==> config.mk <==
export PLATFORM = sky130hd
export DESIGN_NAME = seq_divider
export DESIGN_NICKNAME = d
export VERILOG_FILES = /design/src/rtl/alu_div_pkg.sv /design/src/rtl/div_step.sv /design/src/rtl/seq_divider.sv
export SDC_FILE = /design/constraint.sdc
export NUM_CORES = 1
export LEC_CHECK = 0
export CORE_ASPECT_RATIO = 0.7
export CORE_MARGIN = 1.5
export CORE_UTILIZATION = 59
export DETAILED_ROUTE_END_ITERATION = 12
export GPL_TIMING_DRIVEN = 1
export PLACE_DENSITY = 0.83
export SYNTH_ARGS = -nofsm -noshare
export SYNTH_HDL_FRONTEND = slang
export SYNTH_SLANG_ARGS = --single-unit
==> constraint.sdc <==
create_clock -name clk -period 13 [get_ports clk]
set_input_delay 1.95 -clock clk [delete_from_list [all_inputs] [get_ports clk]]
set_output_delay 1.95 -clock clk [all_outputs]
set_load 0.02 [all_outputs]
==> src/rtl/alu_div_pkg.sv <==
// rtl/alu_div_pkg.sv - shared types and helpers for the sequential DIV/REM unit
//
// Purpose: FSM state encoding, the fill bit used to build the divide-by-zero
// quotient, and a one-bit cell for conditional two's-complement negation.
// The cell is chained LSB-first by the user, so it works for any operand width.
package alu_div_pkg;

    typedef enum logic [1:0] {
        ST_IDLE = 2'd0,
        ST_BUSY = 2'd1,
        ST_DONE = 2'd2
    } div_state_t;

    // Every quotient bit takes this value on a divide by zero (all ones).
    localparam logic DIVZERO_FILL = 1'b1;

    // One bit of (neg ? ~v + 1 : v). Start the chain with carry_in = 1.
    // Returns {carry_out, result_bit}.
    function automatic logic [1:0] cneg_bit(input logic b, input logic neg, input logic carry_in);
        logic [1:0] res;
        if (neg) begin
            res = {~b & carry_in, ~b ^ carry_in};
        end else begin
            res = {1'b0, b};
        end
        return res;
    endfunction

endpackage

==> src/rtl/div_step.sv <==
// rtl/div_step.sv - one combinational restoring-division step
//
// Purpose: shift the next dividend bit into the partial remainder, compare
// against the divisor magnitude on N+1 bits and subtract when it fits.
// Ports:
//   partial_in  [N-1:0]  partial remainder from the previous step (< divisor_mag)
//   divisor_mag [N-1:0]  divisor magnitude (non-zero)
//   bit_in               next dividend bit, MSB first
//   partial_out [N-1:0]  new partial remainder
//   qbit                 quotient bit produced by this step
module div_step #(
    parameter int N = 32
) (
    input  logic [N-1:0] partial_in,
    input  logic [N-1:0] divisor_mag,
    input  logic         bit_in,
    output logic [N-1:0] partial_out,
    output logic         qbit
);

    logic [N:0]   shifted;
    logic [N-1:0] diff;

    assign shifted = {partial_in, bit_in};
    // A set top bit means the shifted value is >= 2^N and therefore above any divisor.
    assign qbit    = shifted[N] | (shifted[N-1:0] >= divisor_mag);
    // The true difference is below the divisor, so the N-bit wrapped result is exact.
    assign diff    = shifted[N-1:0] - divisor_mag;
    assign partial_out = qbit ? diff : shifted[N-1:0];

endmodule

==> src/rtl/seq_divider.sv <==
// rtl/seq_divider.sv - iterative radix-2 restoring DIV/REM unit with handshakes
//
// Purpose: N-cycle signed/unsigned divider; one div_step reused per cycle.
// Ports:
//   clk, rst_n              clock, asynchronous active-low reset
//   in_valid / in_ready     operation handshake (in_ready high only when idle)
//   dividend, divisor [N]   operands, sampled only on the accepting edge
//   signed_mode             1 = two's-complement operands (when SIGNED_EN)
//   out_valid / out_ready   result handshake (out_valid high only when done)
//   quotient, remainder [N] result
//   div_zero                divisor was zero for this result
module seq_divider
    import alu_div_pkg::*;
#(
    parameter int N         = 32,
    parameter bit SIGNED_EN = 1'b1
) (
    input  logic         clk,
    input  logic         rst_n,
    input  logic         in_valid,
    output logic         in_ready,
    input  logic [N-1:0] dividend,
    input  logic [N-1:0] divisor,
    input  logic         signed_mode,
    output logic         out_valid,
    input  logic         out_ready,
    output logic [N-1:0] quotient,
    output logic [N-1:0] remainder,
    output logic         div_zero
);

    localparam int CNT_W = $clog2(N);

    div_state_t       state;
    logic [CNT_W-1:0] cnt;
    logic [N-1:0]     part;     // partial remainder
    logic [N-1:0]     dvd;      // dividend bits shift out at the top, quotient bits in at the bottom
    logic [N-1:0]     dmag;
    logic             neg_q;
    logic             neg_r;
    logic             dz_pend;  // divide by zero: one pass through BUSY, no iterations

    logic             sm;
    logic             a_neg;
    logic             b_neg;
    logic [N-1:0]     a_mag;
    logic [N-1:0]     b_mag;
    logic [N-1:0]     step_part;
    logic             step_q;
    logic [N-1:0]     q_next;
    logic [N-1:0]     q_fix;
    logic [N-1:0]     r_fix;

    function automatic logic [N-1:0] mag(input logic [N-1:0] v, input logic neg);
        logic [N-1:0] r;
        logic         c;
        logic [1:0]   rc;
        c = 1'b1;
        r = '0;
        for (int i = 0; i < N; i++) begin
            rc   = cneg_bit(v[i], neg, c);
            r[i] = rc[0];
            c    = rc[1];
        end
        return r;
    endfunction

    assign sm    = SIGNED_EN & signed_mode;
    assign a_neg = sm & dividend[N-1];
    assign b_neg = sm & divisor[N-1];
    assign a_mag = mag(dividend, a_neg);
    assign b_mag = mag(divisor, b_neg);

    div_step #(.N(N)) u_step (
        .partial_in  (part),
        .divisor_mag (dmag),
        .bit_in      (dvd[N-1]),
        .partial_out (step_part),
        .qbit        (step_q)
    );

    assign q_next = {dvd[N-2:0], step_q};
    // Most-negative / -1 yields magnitude 2^(N-1) with positive sign, which
    // reads back as most-negative: the overflow rule falls out naturally.
    assign q_fix  = mag(q_next, neg_q);
    assign r_fix  = mag(step_part, neg_r);

    always_ff @(posedge clk or negedge rst_n) begin
        if (!rst_n) begin
            state     <= ST_IDLE;
            in_ready  <= 1'b1;
            out_valid <= 1'b0;
            quotient  <= '0;
            remainder <= '0;
            div_zero  <= 1'b0;
            cnt       <= '0;
            part      <= '0;
            dvd       <= '0;
            dmag      <= '0;
            neg_q     <= 1'b0;
            neg_r     <= 1'b0;
            dz_pend   <= 1'b0;
        end else begin
            case (state)
                ST_IDLE: begin
                    if (in_valid) begin
                        state    <= ST_BUSY;
                        in_ready <= 1'b0;
                        part     <= '0;
                        dmag     <= b_mag;
                        neg_q    <= a_neg ^ b_neg;
                        neg_r    <= a_neg;
                        if (divisor == '0) begin
                            dvd     <= dividend;
                            cnt     <= '0;
                            dz_pend <= 1'b1;
                        end else begin
                            dvd     <= a_mag;
                            cnt     <= CNT_W'(N - 1);
                            dz_pend <= 1'b0;
                        end
                    end
                end
                ST_BUSY: begin
                    part <= step_part;
                    dvd  <= q_next;
                    if (cnt == '0) begin
                        state     <= ST_DONE;
                        out_valid <= 1'b1;
                        if (dz_pend) begin
                            quotient  <= {N{DIVZERO_FILL}};
                            remainder <= dvd;
                            div_zero  <= 1'b1;
                        end else begin
                            quotient  <= q_fix;
                            remainder <= r_fix;
                            div_zero  <= 1'b0;
                        end
                    end else begin
                        cnt <= cnt - 1'b1;
                    end
                end
                ST_DONE: begin
                    if (out_ready) begin
                        state     <= ST_IDLE;
                        out_valid <= 1'b0;
                        in_ready  <= 1'b1;
                    end
                end
                default: begin
                    state     <= ST_IDLE;
                    out_valid <= 1'b0;
                    in_ready  <= 1'b1;
                end
            endcase
        end
    end

endmodule
After elaboration in Yosys (flattened, before gate mapping). Cells that the tools add are included.

Memories kept: 0. RAM bits: 0. Logic and storage cells: 563. Bits in registers: 173. Input port bits: 69. Latch bits: 0. Bits in read-only memories: 0. Output and inout port bits: 67.

Bitwise operators: 378. $mul: 0. Divide/modulo/power cells: 0. Order comparisons: 1. Shift-type cells: 0. Reduce and logical (&&, ||, !) cells: 11. Equal/unequal tests: 6. $add $sub $neg: 2. Multiplexer cells: 152.

Operators with widths (number): 2-to-1 mux 2 bit (127); 2-to-1 mux 32 bit (6); NOT 1 bit (130); one-hot mux 32 bit (2 select lines) (2); bitwise XOR 1 bit (125); bitwise AND 1 bit (122); >= comparator 32 bit (1); logical NOT 32 bit (1); subtractor 32 bit (1); 2-to-1 mux 5 bit (3); AND reduction 3 bit (4); 2-to-1 mux 1 bit (10); one-hot mux 5 bit (2 select lines) (1); != test 2 bit, second input constant (4); one-hot mux 1 bit (3 select lines) (2); one-hot mux 2 bit (3 select lines) (1); AND reduction 2 bit (3); logical NOT 5 bit (1); subtractor 5 x 1 -> 5 bit, second input constant (1); == test 2 x 1 -> 1 bit, second input constant (1); == test 2 bit, second input constant (1); logical NOT 2 bit (1); nonzero test 2 bit (1); OR 1 bit (1).

Longest topological paths before layout. Gate-level depths: netlist of run 1.

Word-level depth: 68. Depth in mapped cells: 76. Mapped depth without buffers: 75.

Hierarchy. From an unflattened synthesis of run 1, not the netlist that was laid out.

Cell total of the unflattened synthesis: 1679. Area, all modules: 14178.6 sq um.

By module, submodules not included: seq_divider (cells each 1334, times used 1, area an instance 11602.4 sq um); div_step (cells each 345, times used 1, area an instance 2576.2 sq um).

Worst setup path after synthesis of run 1. OpenSTA, ideal clock, no wires.

Kind: register to register. Start point: register part[25]. End point: register remainder[31]. Clock period less this slack: 11.774 ns. Setup slack: 1.226 ns. Data arrival time: 11.670 ns. Buffers on the path: 2. Stages on the path, launching flop included: 73. Data required time: 12.896 ns. Cell sequence: dfrtp_1 -> ha_1 -> clkbuf_1 -> and4_1 -> nand2_1 -> a2111oi_2 -> o21ai_2 -> nand2_1 -> buf_4 -> mux2_2 -> and2_1 -> ha_1 -> and2_1 -> ha_1 -> and2_1 -> ha_1 -> and2_1 -> ha_1 -> [37 not listed] -> ha_1 -> and2_1 -> ha_1 -> and2_1 -> ha_1 -> and2_1 -> ha_1 -> and2_1 -> ha_1 -> and2_1 -> ha_1 -> and2_1 -> ha_1 -> and2_1 -> ha_1 -> nor2_1 -> xnor3_1 -> a221oi_1.

Cells in the longest elaborated chain, start to end: 68.

Ends and longest elaborated chain: start: declaration (RTL line seq_divider.sv:36) `logic [N-1:0] part;`; start signal: assignment (RTL line seq_divider.sv:125) `part <= step_part;`; >= comparator 32 bit (RTL line div_step.sv:26) `assign qbit = shifted[N] | (shifted[N-1:0] >= divisor_mag);`; OR 1 bit (RTL line div_step.sv:26); 2-to-1 mux 32 bit (*) (RTL line div_step.sv:29) `assign partial_out = qbit ? diff : shifted[N-1:0];`; NOT 1 bit; 2-to-1 mux 2 bit (RTL line alu_div_pkg.sv:21) `if (neg) begin`; bitwise AND 1 bit (RTL line alu_div_pkg.sv:22) `res = {~b & carry_in, ~b ^ carry_in};`; 2-to-1 mux 2 bit (RTL line alu_div_pkg.sv:21); bitwise AND 1 bit (RTL line alu_div_pkg.sv:22); [52 not listed]; 2-to-1 mux 2 bit (RTL line alu_div_pkg.sv:21); bitwise AND 1 bit (RTL line alu_div_pkg.sv:22); 2-to-1 mux 2 bit (RTL line alu_div_pkg.sv:21); bitwise AND 1 bit (RTL line alu_div_pkg.sv:22); 2-to-1 mux 2 bit (RTL line alu_div_pkg.sv:21); bitwise XOR 1 bit (RTL line alu_div_pkg.sv:22); 2-to-1 mux 1 bit (*) (RTL line alu_div_pkg.sv:21); 2-to-1 mux 32 bit (*) (RTL line seq_divider.sv:130) `if (dz_pend) begin`; end signal: assignment (RTL line seq_divider.sv:132) `remainder <= dvd;`; end signal: assignment (RTL line seq_divider.sv:136) `remainder <= r_fix;`; end: declaration (RTL line seq_divider.sv:28) `output logic [N-1:0] remainder,`.

Mark *: on every way between the ends. The rest lies on a longest branch, timed or not. A chain may end at the register's enable or synchronous reset.

Final worst setup path of run 1.
Start point: register dvd[31]. End point: register remainder[31].

Cells in the longest elaborated chain, start to end: 68.

Ends and longest elaborated chain: start: declaration (RTL line seq_divider.sv:37) `logic [N-1:0] dvd;`; start signal: assignment (RTL line seq_divider.sv:114) `dvd <= dividend;`; start signal: assignment (RTL line seq_divider.sv:118) `dvd <= a_mag;`; start signal: assignment (RTL line seq_divider.sv:126) `dvd <= q_next;`; >= comparator 32 bit (RTL line div_step.sv:26); OR 1 bit (RTL line div_step.sv:26); 2-to-1 mux 32 bit (RTL line div_step.sv:29); NOT 1 bit; 2-to-1 mux 2 bit (RTL line alu_div_pkg.sv:21); bitwise AND 1 bit (RTL line alu_div_pkg.sv:22); 2-to-1 mux 2 bit (RTL line alu_div_pkg.sv:21); bitwise AND 1 bit (RTL line alu_div_pkg.sv:22); [52 not listed]; 2-to-1 mux 2 bit (RTL line alu_div_pkg.sv:21); bitwise AND 1 bit (RTL line alu_div_pkg.sv:22); 2-to-1 mux 2 bit (RTL line alu_div_pkg.sv:21); bitwise AND 1 bit (RTL line alu_div_pkg.sv:22); 2-to-1 mux 2 bit (RTL line alu_div_pkg.sv:21); bitwise XOR 1 bit (RTL line alu_div_pkg.sv:22); 2-to-1 mux 1 bit (RTL line alu_div_pkg.sv:21); 2-to-1 mux 32 bit (*) (RTL line seq_divider.sv:130).

Marked as above.

==> results.py, run 1 <==
metrics = {
    "status": {
        "status": "finished clean",
    },
    "synthesis": {
        "synthCells": 1597,
        "yosys_register_bits": 173,
        "yosysWarnings": 0,
        "synth_cell_types": 73,
        "synth_area_leaders": "dfrtp_1 (32%), ha_1 (14%), mux2i_1 (5.8%), nor2_1 (4.2%), and3_1 (3.9%)",
        "synth_edf_count": 0,
        "avgSynthCellArea_um2": 8.44,
        "netlist.top_cell.by_area": "dfrtp_1",
        "synth_nets": 1821,
        "syn_area_um2": 13500,
        "post-synth-top-area-fraction": 0.319,
        "async_reset_ff_frac": 1.00,
        "yosysSeqAreaShare": 0.321,
        "synthFlopType": "dfrtp_1",
    },
    "detailed_routing": {
        "routed_wl_mm": 37.0,
        "first_pass_iters": 6,
        "antenna_left": 0,
        "avgRoutedWirePerCell_um": 18.6,
        "vias_per_cell": 6.20,
        "first_iter_violations": 1083,
        "vias": 12320,
        "drc": 0,
    },
    "power": {
        "power.density_nw_per_um2": 290,
        "leakagePower_uw": 0.00779,
        "vdd_drop_max_mv": 0.241,
    },
    "timing": {
        "clock.fmax_ghz": 0.0818,
        "min_period_over_period": 0.941,
        "period_minus_slack_ns": 12.23,
        "hold_ws_ns": 0.475,
        "rsz0062_at_grt": "false",
        "skew_ns": 0.0119,
        "max_slew_margin": 0.272,
        "final-setup-viol-count": 0,
        "hold_violations": 0,
        "worst_pin_slew_ns": 1.09,
        "slew_violations": 0,
        "tns_ns": 0,
    },
    "finish": {
        "area_growth_pct": 15.9,
        "diodes": 0,
        "final_nets": 1886,
        "fillers": 1836,
        "multi_input_area_um2": 8260,
        "drive_gt1_frac": 0.0531,
        "fin_util": 0.692,
        "final-seq-area_um2": 4330,
    },
    "worst_setup_path": {
        "crit_required_ns": 13.29,
        "path_class": "register to register",
        "cp_top_family": "adder cells",
        "start_kind": "register",
        "crit_path_end_kind": "register",
        "path_common_cell": "ha_1",
        "arrival_ns": 12.52,
        "rrSetupSlack_ns": 0.77,
        "worstPathMaxFanout": 4,
        "critPathSlowestCell": "dfrtp_1",
        "path_buf_inv": 2,
        "slowest_delay_ns": 0.42,
    },
    "global_routing": {
        "antenna_found_initial": 0,
        "grt_pass1_vias": 11641,
        "grt_pass1_wl_mm": 60.3,
        "grt_remaining_overflow": 0,
        "grt_max_degree": 97,
        "grt_use_total": 0.320,
    },
    "floorplan": {
        "die_h_um": 129,
        "rows": 46,
        "fp.dieW_um": 184,
        "design.die.area_um2": 23800,
        "pin_count": 136,
        "core_area_um2": 22600,
        "initial_core_util": 0.598,
    },
    "clock_network": {
        "clock-sinks": 173,
        "clock_latency_ns": 0.45,
        "cts_tree": "built",
        "h-tree-depth": 4,
        "clkTransAtPathRegs_ns": 0.07,
        "cts_buffer_depth": 2,
        "cts_made_buffers": 17,
        "cts_root_buffer": "clkbuf_16",
    },
    "min_path": {
        "hp-class": "register to register",
    },
    "run": {
        "maxCapViolations": 0,
    },
    "placed_design": {
        "hpwl_mm": 26.2,
        "port_buffers": 135,
        "place.gp.congestion": 0.928,
    },
}
-- registers in the layout, indices dropped and copies added (netlist names) --
name,flops
cnt,5
div_zero,1
dmag,32
dvd,32
dz_pend,1
in_ready,1
neg_q,1
neg_r,1
out_valid,1
part,32
quotient,32
remainder,32
state,2
-- tightest hold or removal path: cells and delay by family (launching register included) --
kind	cells	cell delay [ns]
flops	1	0.35
simple gates	2	0.10
-- through the flow --
stage          area, um^2  power (uW)  setup WS (ns)  instances
2_1_floorplan       13500        3040           1.23       1597
3_3_place_gp        14900        3840          0.528       1952
3_5_place_dp        14900        3900          0.465       1952
4_1_cts             15500        4450          0.553       1984
5_1_grt             15600        4870        0.00942       1987
6_report            15600        4530          0.770       1987
-- cell usage in the layout (no fill, tap or decap), drive strengths merged, types with 6 or more instances in the layout --
cell type / count
dfrtp: 172
ha: 154
nor2: 152
inv: 138
clkdlybuf4s50: 134
o21ai: 111
nand2: 106
and3: 84
mux2i: 78
nand3: 72
and2: 67
a21oi: 67
a2111oi: 34
o221ai: 30
buf: 25
a211oi: 23
clkbuf: 23
a21o: 19
o21a: 19
xnor2: 16
nor3: 14
a211o: 11
nor4: 10
nand4: 9
o31ai: 9
a221oi: 9
o211ai: 7
o22a: 7
or3: 6
-- timing repair --
action | 4_1_cts | 5_1_grt
setup endpoints to repair | 0 | 2
buffers inserted | 0 | 3
gates resized for setup | 0 | 16
hold buffers | 0 | 0
-- power breakdown --
group          internal (uW)  switching [uW]  total, uW
Sequential               817             199       1020
Combinational           1180            1800       2980
Clock                    299             233        532
Total                   2290            2240       4530
-- Yosys cell counts (16+ instances only) --
master,number
ha_1,154
a21o_1,19
a211oi_1,21
and2_1,67
nand3_1,72
a2111oi_0,31
inv_1,137
o21a_1,19
o21ai_0,98
and3_1,84
a21oi_1,66
clkbuf_1,94
mux2i_1,78
nor2_1,151
xnor2_1,16
o221ai_1,30
nand2_1,106
dfrtp_1,172
-- cell type report --
cell class / instances / share of cell area
repair buffers: 159 / 0.0981
multi-input cells: 1174 / 0.529
clock inverters: 9 / 0.00705
well taps: 312 / 0.0250
clock buffers: 23 / 0.0306
flip-flops and latches: 173 / 0.277
inverters: 137 / 0.0329
-- routing by layer --
layer | share of wire | global-route usage | vias up
met2 | 0.45 | 0.512 | 456
met3 | 0.063 | 0.0517 | 64
met1 | 0.46 | 0.451 | 5980
met5 | 0 | 0 | -
met4 | 0.021 | 0.0868 | 0
li1 | - | - | 5820
-- logic make-up after synthesis --
family,after synthesis,share of synthesized area
compound gates,377,0.190
flops,173,0.321
simple gates,541,0.198
fa+ha+maj,155,0.144
xor+xnor,22,0.0153
buf+inv,250,0.0721
mux,79,0.0587
-- final timing paths --
| path | to | from | cells past startpoint |
|---|---|---|---|
| worst max-delay path | remainder[31] | dvd[31] | 75 |
| min in group asynchronous | quotient[21] | rst_n | 1 |
| max in group asynchronous | dmag[2] | rst_n | 2 |
| worst min register to register | quotient[31] | quotient[31] | 2 |
| worst min-delay path | quotient[31] | quotient[31] | 2 |
| worst max register to register | remainder[31] | dvd[31] | 75 |
(Power assumes the default switching activity.)
==> run 2: changes to the inputs <==
--- a/config.mk
+++ b/config.mk
@@ -7,10 +7,10 @@
 export LEC_CHECK = 0
 export CORE_ASPECT_RATIO = 0.7
 export CORE_MARGIN = 1.5
-export CORE_UTILIZATION = 59
+export CORE_UTILIZATION = 30
 export DETAILED_ROUTE_END_ITERATION = 12
 export GPL_TIMING_DRIVEN = 1
-export PLACE_DENSITY = 0.83
+export PLACE_DENSITY = 0.48
 export SYNTH_ARGS = -nofsm -noshare
 export SYNTH_HDL_FRONTEND = slang
 export SYNTH_SLANG_ARGS = --single-unit
==> results.py, run 2 (synthesized netlist as in run 1, its figures left out) <==
metrics = {
    "finish": {
        "final_cell_mix": "dfrtp_1 (170), nor2_1 (150), ha_1 (143)",
        "fin_util": 0.364,
        "diodes": 0,
        "final_nets": 1893,
        "drive_gt1_frac": 0.0636,
        "layout_commonest_cell": "dfrtp_1",
        "stdcell_area_um2": 16000,
        "area_growth_pct": 19.0,
        "fin_cells": 2276,
    },
    "detailed_routing": {
        "vias_per_cell": 5.12,
        "first_pass_iters": 5,
        "antenna_left": 0,
        "drc": 0,
        "first_iter_violations": 706,
        "routed_wl_mm": 41.3,
        "avgRoutedWirePerCell_um": 18.2,
        "vias": 11661,
    },
    "timing": {
        "final-setup-viol-count": 0,
        "min_period_over_period": 0.948,
        "max_slew_margin": 0.253,
        "slew_violations": 0,
        "tns_ns": 0,
        "skew_ns": 0.0128,
        "clock.fmax_ghz": 0.0811,
        "period_minus_slack_ns": 12.33,
        "hold_violations": 0,
        "worst_pin_slew_ns": 1.12,
    },
    "worst_setup_path": {
        "critPathSlowestCell": "ha_1",
        "crit_required_ns": 13.35,
        "path_common_cell": "ha_1",
        "path_class": "register to register",
        "worstPathMaxFanout": 7,
        "arrival_ns": 12.67,
        "slowest_delay_ns": 0.48,
        "start_kind": "register",
        "crit_path_end_kind": "register",
    },
    "placed_design": {
        "hpwl_mm": 30.1,
        "place.gp.congestion": 0.885,
        "port_buffers": 135,
        "place_inst": 2243,
        "postPlaceCellArea_um2": 15400,
    },
    "power": {
        "leakagePower_uw": 0.00783,
        "power_uw": 4590,
        "power.density_nw_per_um2": 286,
        "vdd_drop_max_mv": 0.114,
    },
    "clock_network": {
        "h-tree-depth": 4,
        "clock-sinks": 173,
        "cts_tree": "built",
        "cts_root_buffer": "clkbuf_16",
        "cts_made_buffers": 17,
        "clock_latency_ns": 0.46,
        "hold_buffers": 0,
        "clkTransAtPathRegs_ns": 0.07,
        "cts_buffer_depth": 2,
    },
    "global_routing": {
        "grt_pass1_wl_mm": 66.0,
        "grt_remaining_overflow": 0,
        "antenna_found_initial": 1,
        "grt_use_total": 0.180,
        "grt_max_degree": 97,
        "grt_pass1_vias": 11411,
    },
    "floorplan": {
        "die_h_um": 180,
        "initial_core_util": 0.306,
        "design.die.area_um2": 46200,
        "rows": 64,
        "core_area_um2": 44000,
        "fp.dieW_um": 256,
        "pin_count": 136,
    },
    "status": {
        "status": "finished clean",
    },
    "min_path": {
        "hp-class": "register to register",
    },
    "run": {
        "maxCapViolations": 0,
    },
}
run 2: changes by cell type in the layout (fill, tap and decap cells not counted), moves of 3 or more:
cell      change
buf_4         +7
clkbuf_1      -3
ha_1          -8
ha_2          +6
o21ai_0       -3
run 2: worst paths after layout:
check / from / end / slack [ns] / depth (start not counted)
min reg2reg: quotient[31] / quotient[31] / 0.47 / 2
min in group asynchronous: rst_n / quotient[22] / 1.49 / 1
max reg2reg: part[19] / quotient[30] / 0.67 / 68
max: part[19] / quotient[30] / 0.67 / 68
min: quotient[31] / quotient[31] / 0.47 / 2
max in group asynchronous: rst_n / neg_q / 10.21 / 2
run 2: power by group:
| group | leakage (uW) | switching, uW | total [uW] | internal [uW] |
|---|---|---|---|---|
| logic | 0.00545 | 1820 | 3020 | 1190 |
| clock network | 0.000289 | 245 | 545 | 300 |
| registers | 0.00209 | 210 | 1030 | 817 |
| total | 0.00783 | 2280 | 4590 | 2310 |
run 2: area by class of cell:
cell class | instances | area, um^2
Timing Repair Buffer | 166 | 1580
Sequential cell | 173 | 4330
Clock inverter | 12 | 136
Multi-Input combinational cell | 1174 | 8270
Clock buffer | 20 | 467
Fill cell | 4604 | 28000
Tap cell | 594 | 743
Inverter | 137 | 514
run 2: per-layer routing:
metal / track usage / up-vias / wire (um) / share of wire
met3: 0.0266 / 30 / 1350 / 0.033
met1: 0.266 / 5570 / 21200 / 0.51
met4: 0.0355 / 2 / 475 / 0.011
met2: 0.277 / 199 / 18300 / 0.44
met5: 0 / - / 17 / 0.00041
li1: - / 5860 / - / -
run 2: timing repair:
item,4_1_cts,5_1_grt
setup buffers,0,1
setup endpoints to repair,0,4
gates resized for setup,0,26
run 2: worst max-delay path, delay by kind of cell, from the launching register on:
family          cells  cell delay (ns)
fa+ha+maj          31             5.63
compound gates      3             0.90
buf+inv             2             0.37
simple gates       32             4.81
flops               1             0.41
run 2: through the flow:
stage          hold slack [ns]  setup WS, ns
6_report                 0.474         0.674
5_1_grt                  0.497       -0.0683
4_1_cts                  0.484         0.476
3_5_place_dp             0.466         0.500
3_3_place_gp             0.466         0.478
2_1_floorplan            0.450          1.23
==> run 3: changes to the inputs <==
--- a/config.mk
+++ b/config.mk
@@ -7,10 +7,12 @@
 export LEC_CHECK = 0
 export CORE_ASPECT_RATIO = 0.7
 export CORE_MARGIN = 1.5
-export CORE_UTILIZATION = 30
+export CORE_UTILIZATION = 55
+export CTS_CLUSTER_DIAMETER = 100
 export DETAILED_ROUTE_END_ITERATION = 12
 export GPL_TIMING_DRIVEN = 1
-export PLACE_DENSITY = 0.48
+export HOLD_SLACK_MARGIN = 0.12
+export PLACE_DENSITY = 0.78
 export SYNTH_ARGS = -nofsm -noshare
 export SYNTH_HDL_FRONTEND = slang
 export SYNTH_SLANG_ARGS = --single-unit
==> results.py, run 3 (synthesized netlist as in run 1, its figures left out) <==
metrics = {
    "placed_design": {
        "hpwl_mm": 26.2,
        "preCtsSetupSlack_ns": 0.303,
        "postPlaceCellArea_um2": 14900,
        "port_buffers": 135,
        "place.gp.congestion": 0.896,
    },
    "min_path": {
        "min_to": "dmag[23]",
        "hp-class": "register to register",
        "hp-start": "dmag[23]",
        "whs_path_depth": 2,
    },
    "timing": {
        "tns_ns": 0,
        "hold_violations": 0,
        "period_minus_slack_ns": 12.48,
        "worst_pin_slew_ns": 1.04,
        "skew_ns": 0.0120,
        "hold_ws_ns": 0.482,
        "final-setup-viol-count": 0,
        "max_slew_margin": 0.307,
        "min_period_over_period": 0.960,
        "setup_slack_ns": 0.517,
        "clock.fmax_ghz": 0.0801,
        "slew_violations": 0,
    },
    "detailed_routing": {
        "avgRoutedWirePerCell_um": 18.5,
        "vias": 12183,
        "first_pass_iters": 5,
        "vias_per_cell": 6.13,
        "routed_wl_mm": 36.8,
        "antenna_left": 0,
        "drc": 0,
        "first_iter_violations": 1114,
    },
    "global_routing": {
        "grt_max_degree": 98,
        "grt_use_total": 0.293,
        "grt_util_met3": 0.0445,
        "top_usage_layer": "met2",
        "grt_pass1_wl_mm": 59.7,
        "antenna_found_initial": 1,
        "use_met2": 0.458,
        "grt_remaining_overflow": 0,
        "grtUsageMet1": 0.423,
        "grt_pass1_vias": 11457,
    },
    "floorplan": {
        "die_h_um": 134,
        "pin_count": 136,
        "core_area_um2": 23900,
        "initial_core_util": 0.565,
        "design.die.area_um2": 25500,
        "rows": 47,
        "fp.dieW_um": 190,
    },
    "clock_network": {
        "h-tree-depth": 4,
        "cts_made_buffers": 17,
        "clock_latency_ns": 0.45,
        "cts_root_buffer": "clkbuf_16",
        "post_cts_buffers": 0,
        "clkTransAtPathRegs_ns": 0.07,
        "cts_buffer_depth": 2,
        "cts_tree": "built",
        "clock-sinks": 173,
    },
    "finish": {
        "stdcell_area_um2": 15600,
        "final_nets": 1882,
        "area_growth_pct": 16.0,
        "layout_commonest_cell": "dfrtp_1",
        "diodes": 0,
        "fillers": 2060,
        "drive_gt1_frac": 0.0473,
        "final-seq-area_um2": 4330,
        "final_cell_mix": "dfrtp_1 (170), ha_1 (152), nor2_1 (150)",
        "multi_input_area_um2": 8240,
        "fin_util": 0.655,
    },
    "power": {
        "vdd_drop_max_mv": 0.178,
        "power.density_nw_per_um2": 290,
        "leakagePower_uw": 0.00781,
    },
    "worst_setup_path": {
        "arrival_ns": 12.80,
        "rr_endpoint": "quotient[30]",
        "rrSetupSlack_ns": 0.52,
        "crit_required_ns": 13.31,
        "crit_path_end_kind": "register",
        "startpoint": "part[25]",
        "path_class": "register to register",
        "reg2reg_from": "part[25]",
        "worstPathMaxFanout": 10,
        "slowest_delay_ns": 0.53,
        "start_kind": "register",
        "rr_worst_depth": 67,
        "critPathSlowestCell": "a2111oi_0",
        "path_common_cell": "ha_1",
    },
    "status": {
        "status": "finished clean",
    },
    "run": {
        "maxCapViolations": 0,
    },
}
run 3: changes by cell type in the layout (fill, tap and decap cells not counted), sizes merged:
cell           change
buf               -12
bufinv             +2
clkbuf             +4
clkdlybuf4s50      +1
clkinv             -4
clkinvlp           -3
inv                +1
run 3: layout make-up:
type | count | share of cell area
sequential | 173 | 0.277
timing repair buffer | 155 | 0.0961
clock buffer | 24 | 0.0315
multi-input combinational | 1174 | 0.527
inverter | 137 | 0.0329
clock inverter | 8 | 0.00968
tap | 318 | 0.0255
run 3: stage by stage:
| step | total power (uW) | std cells |
|---|---|---|
| 2_1_floorplan | 3040 | 1597 |
| 3_3_place_gp | 3840 | 1957 |
| 3_5_place_dp | 3900 | 1957 |
| 4_1_cts | 4500 | 1989 |
| 5_1_grt | 4900 | 1989 |
| 6_report | 4540 | 1989 |
run 3: repair_timing:
item | 4_1_cts | 5_1_grt
endpoints found under the setup margin | 0 | 3
hold buffers | 0 | 0
gates resized for setup | 0 | 10
run 3: where the power goes:
part | switching, uW | internal [uW]
Sequential | 208 | 817
Clock | 233 | 345
Combinational | 1780 | 1160
Total | 2220 | 2320
run 3: worst max path at each step:
stage	end	slack [ns]	cells after the start
floorplan	remainder[31]	1.23	72
global placement	dvd[31]	0.40	64
detailed placement	dvd[31]	0.30	64
CTS	quotient[30]	0.44	67
global route	remainder[31]	-0.003	72
finish	quotient[30]	0.52	67
run 3: critical path: cells and delay by family (launching register included):
family                   cells  cell delay, ns
AO/OA/AOI/OAI                3            0.97
AND/OR/NAND/NOR             33            5.26
adder cells (fa/ha/maj)     31            5.63
flip-flops                   1            0.43
run 3: layer usage:
layer  routed length (um)  vias to the layer above
met3                 2260                       43
met4                  665                        0
met5                    0                        -
li1                     -                     5820
met2                16600                      418
met1                17200                     5902
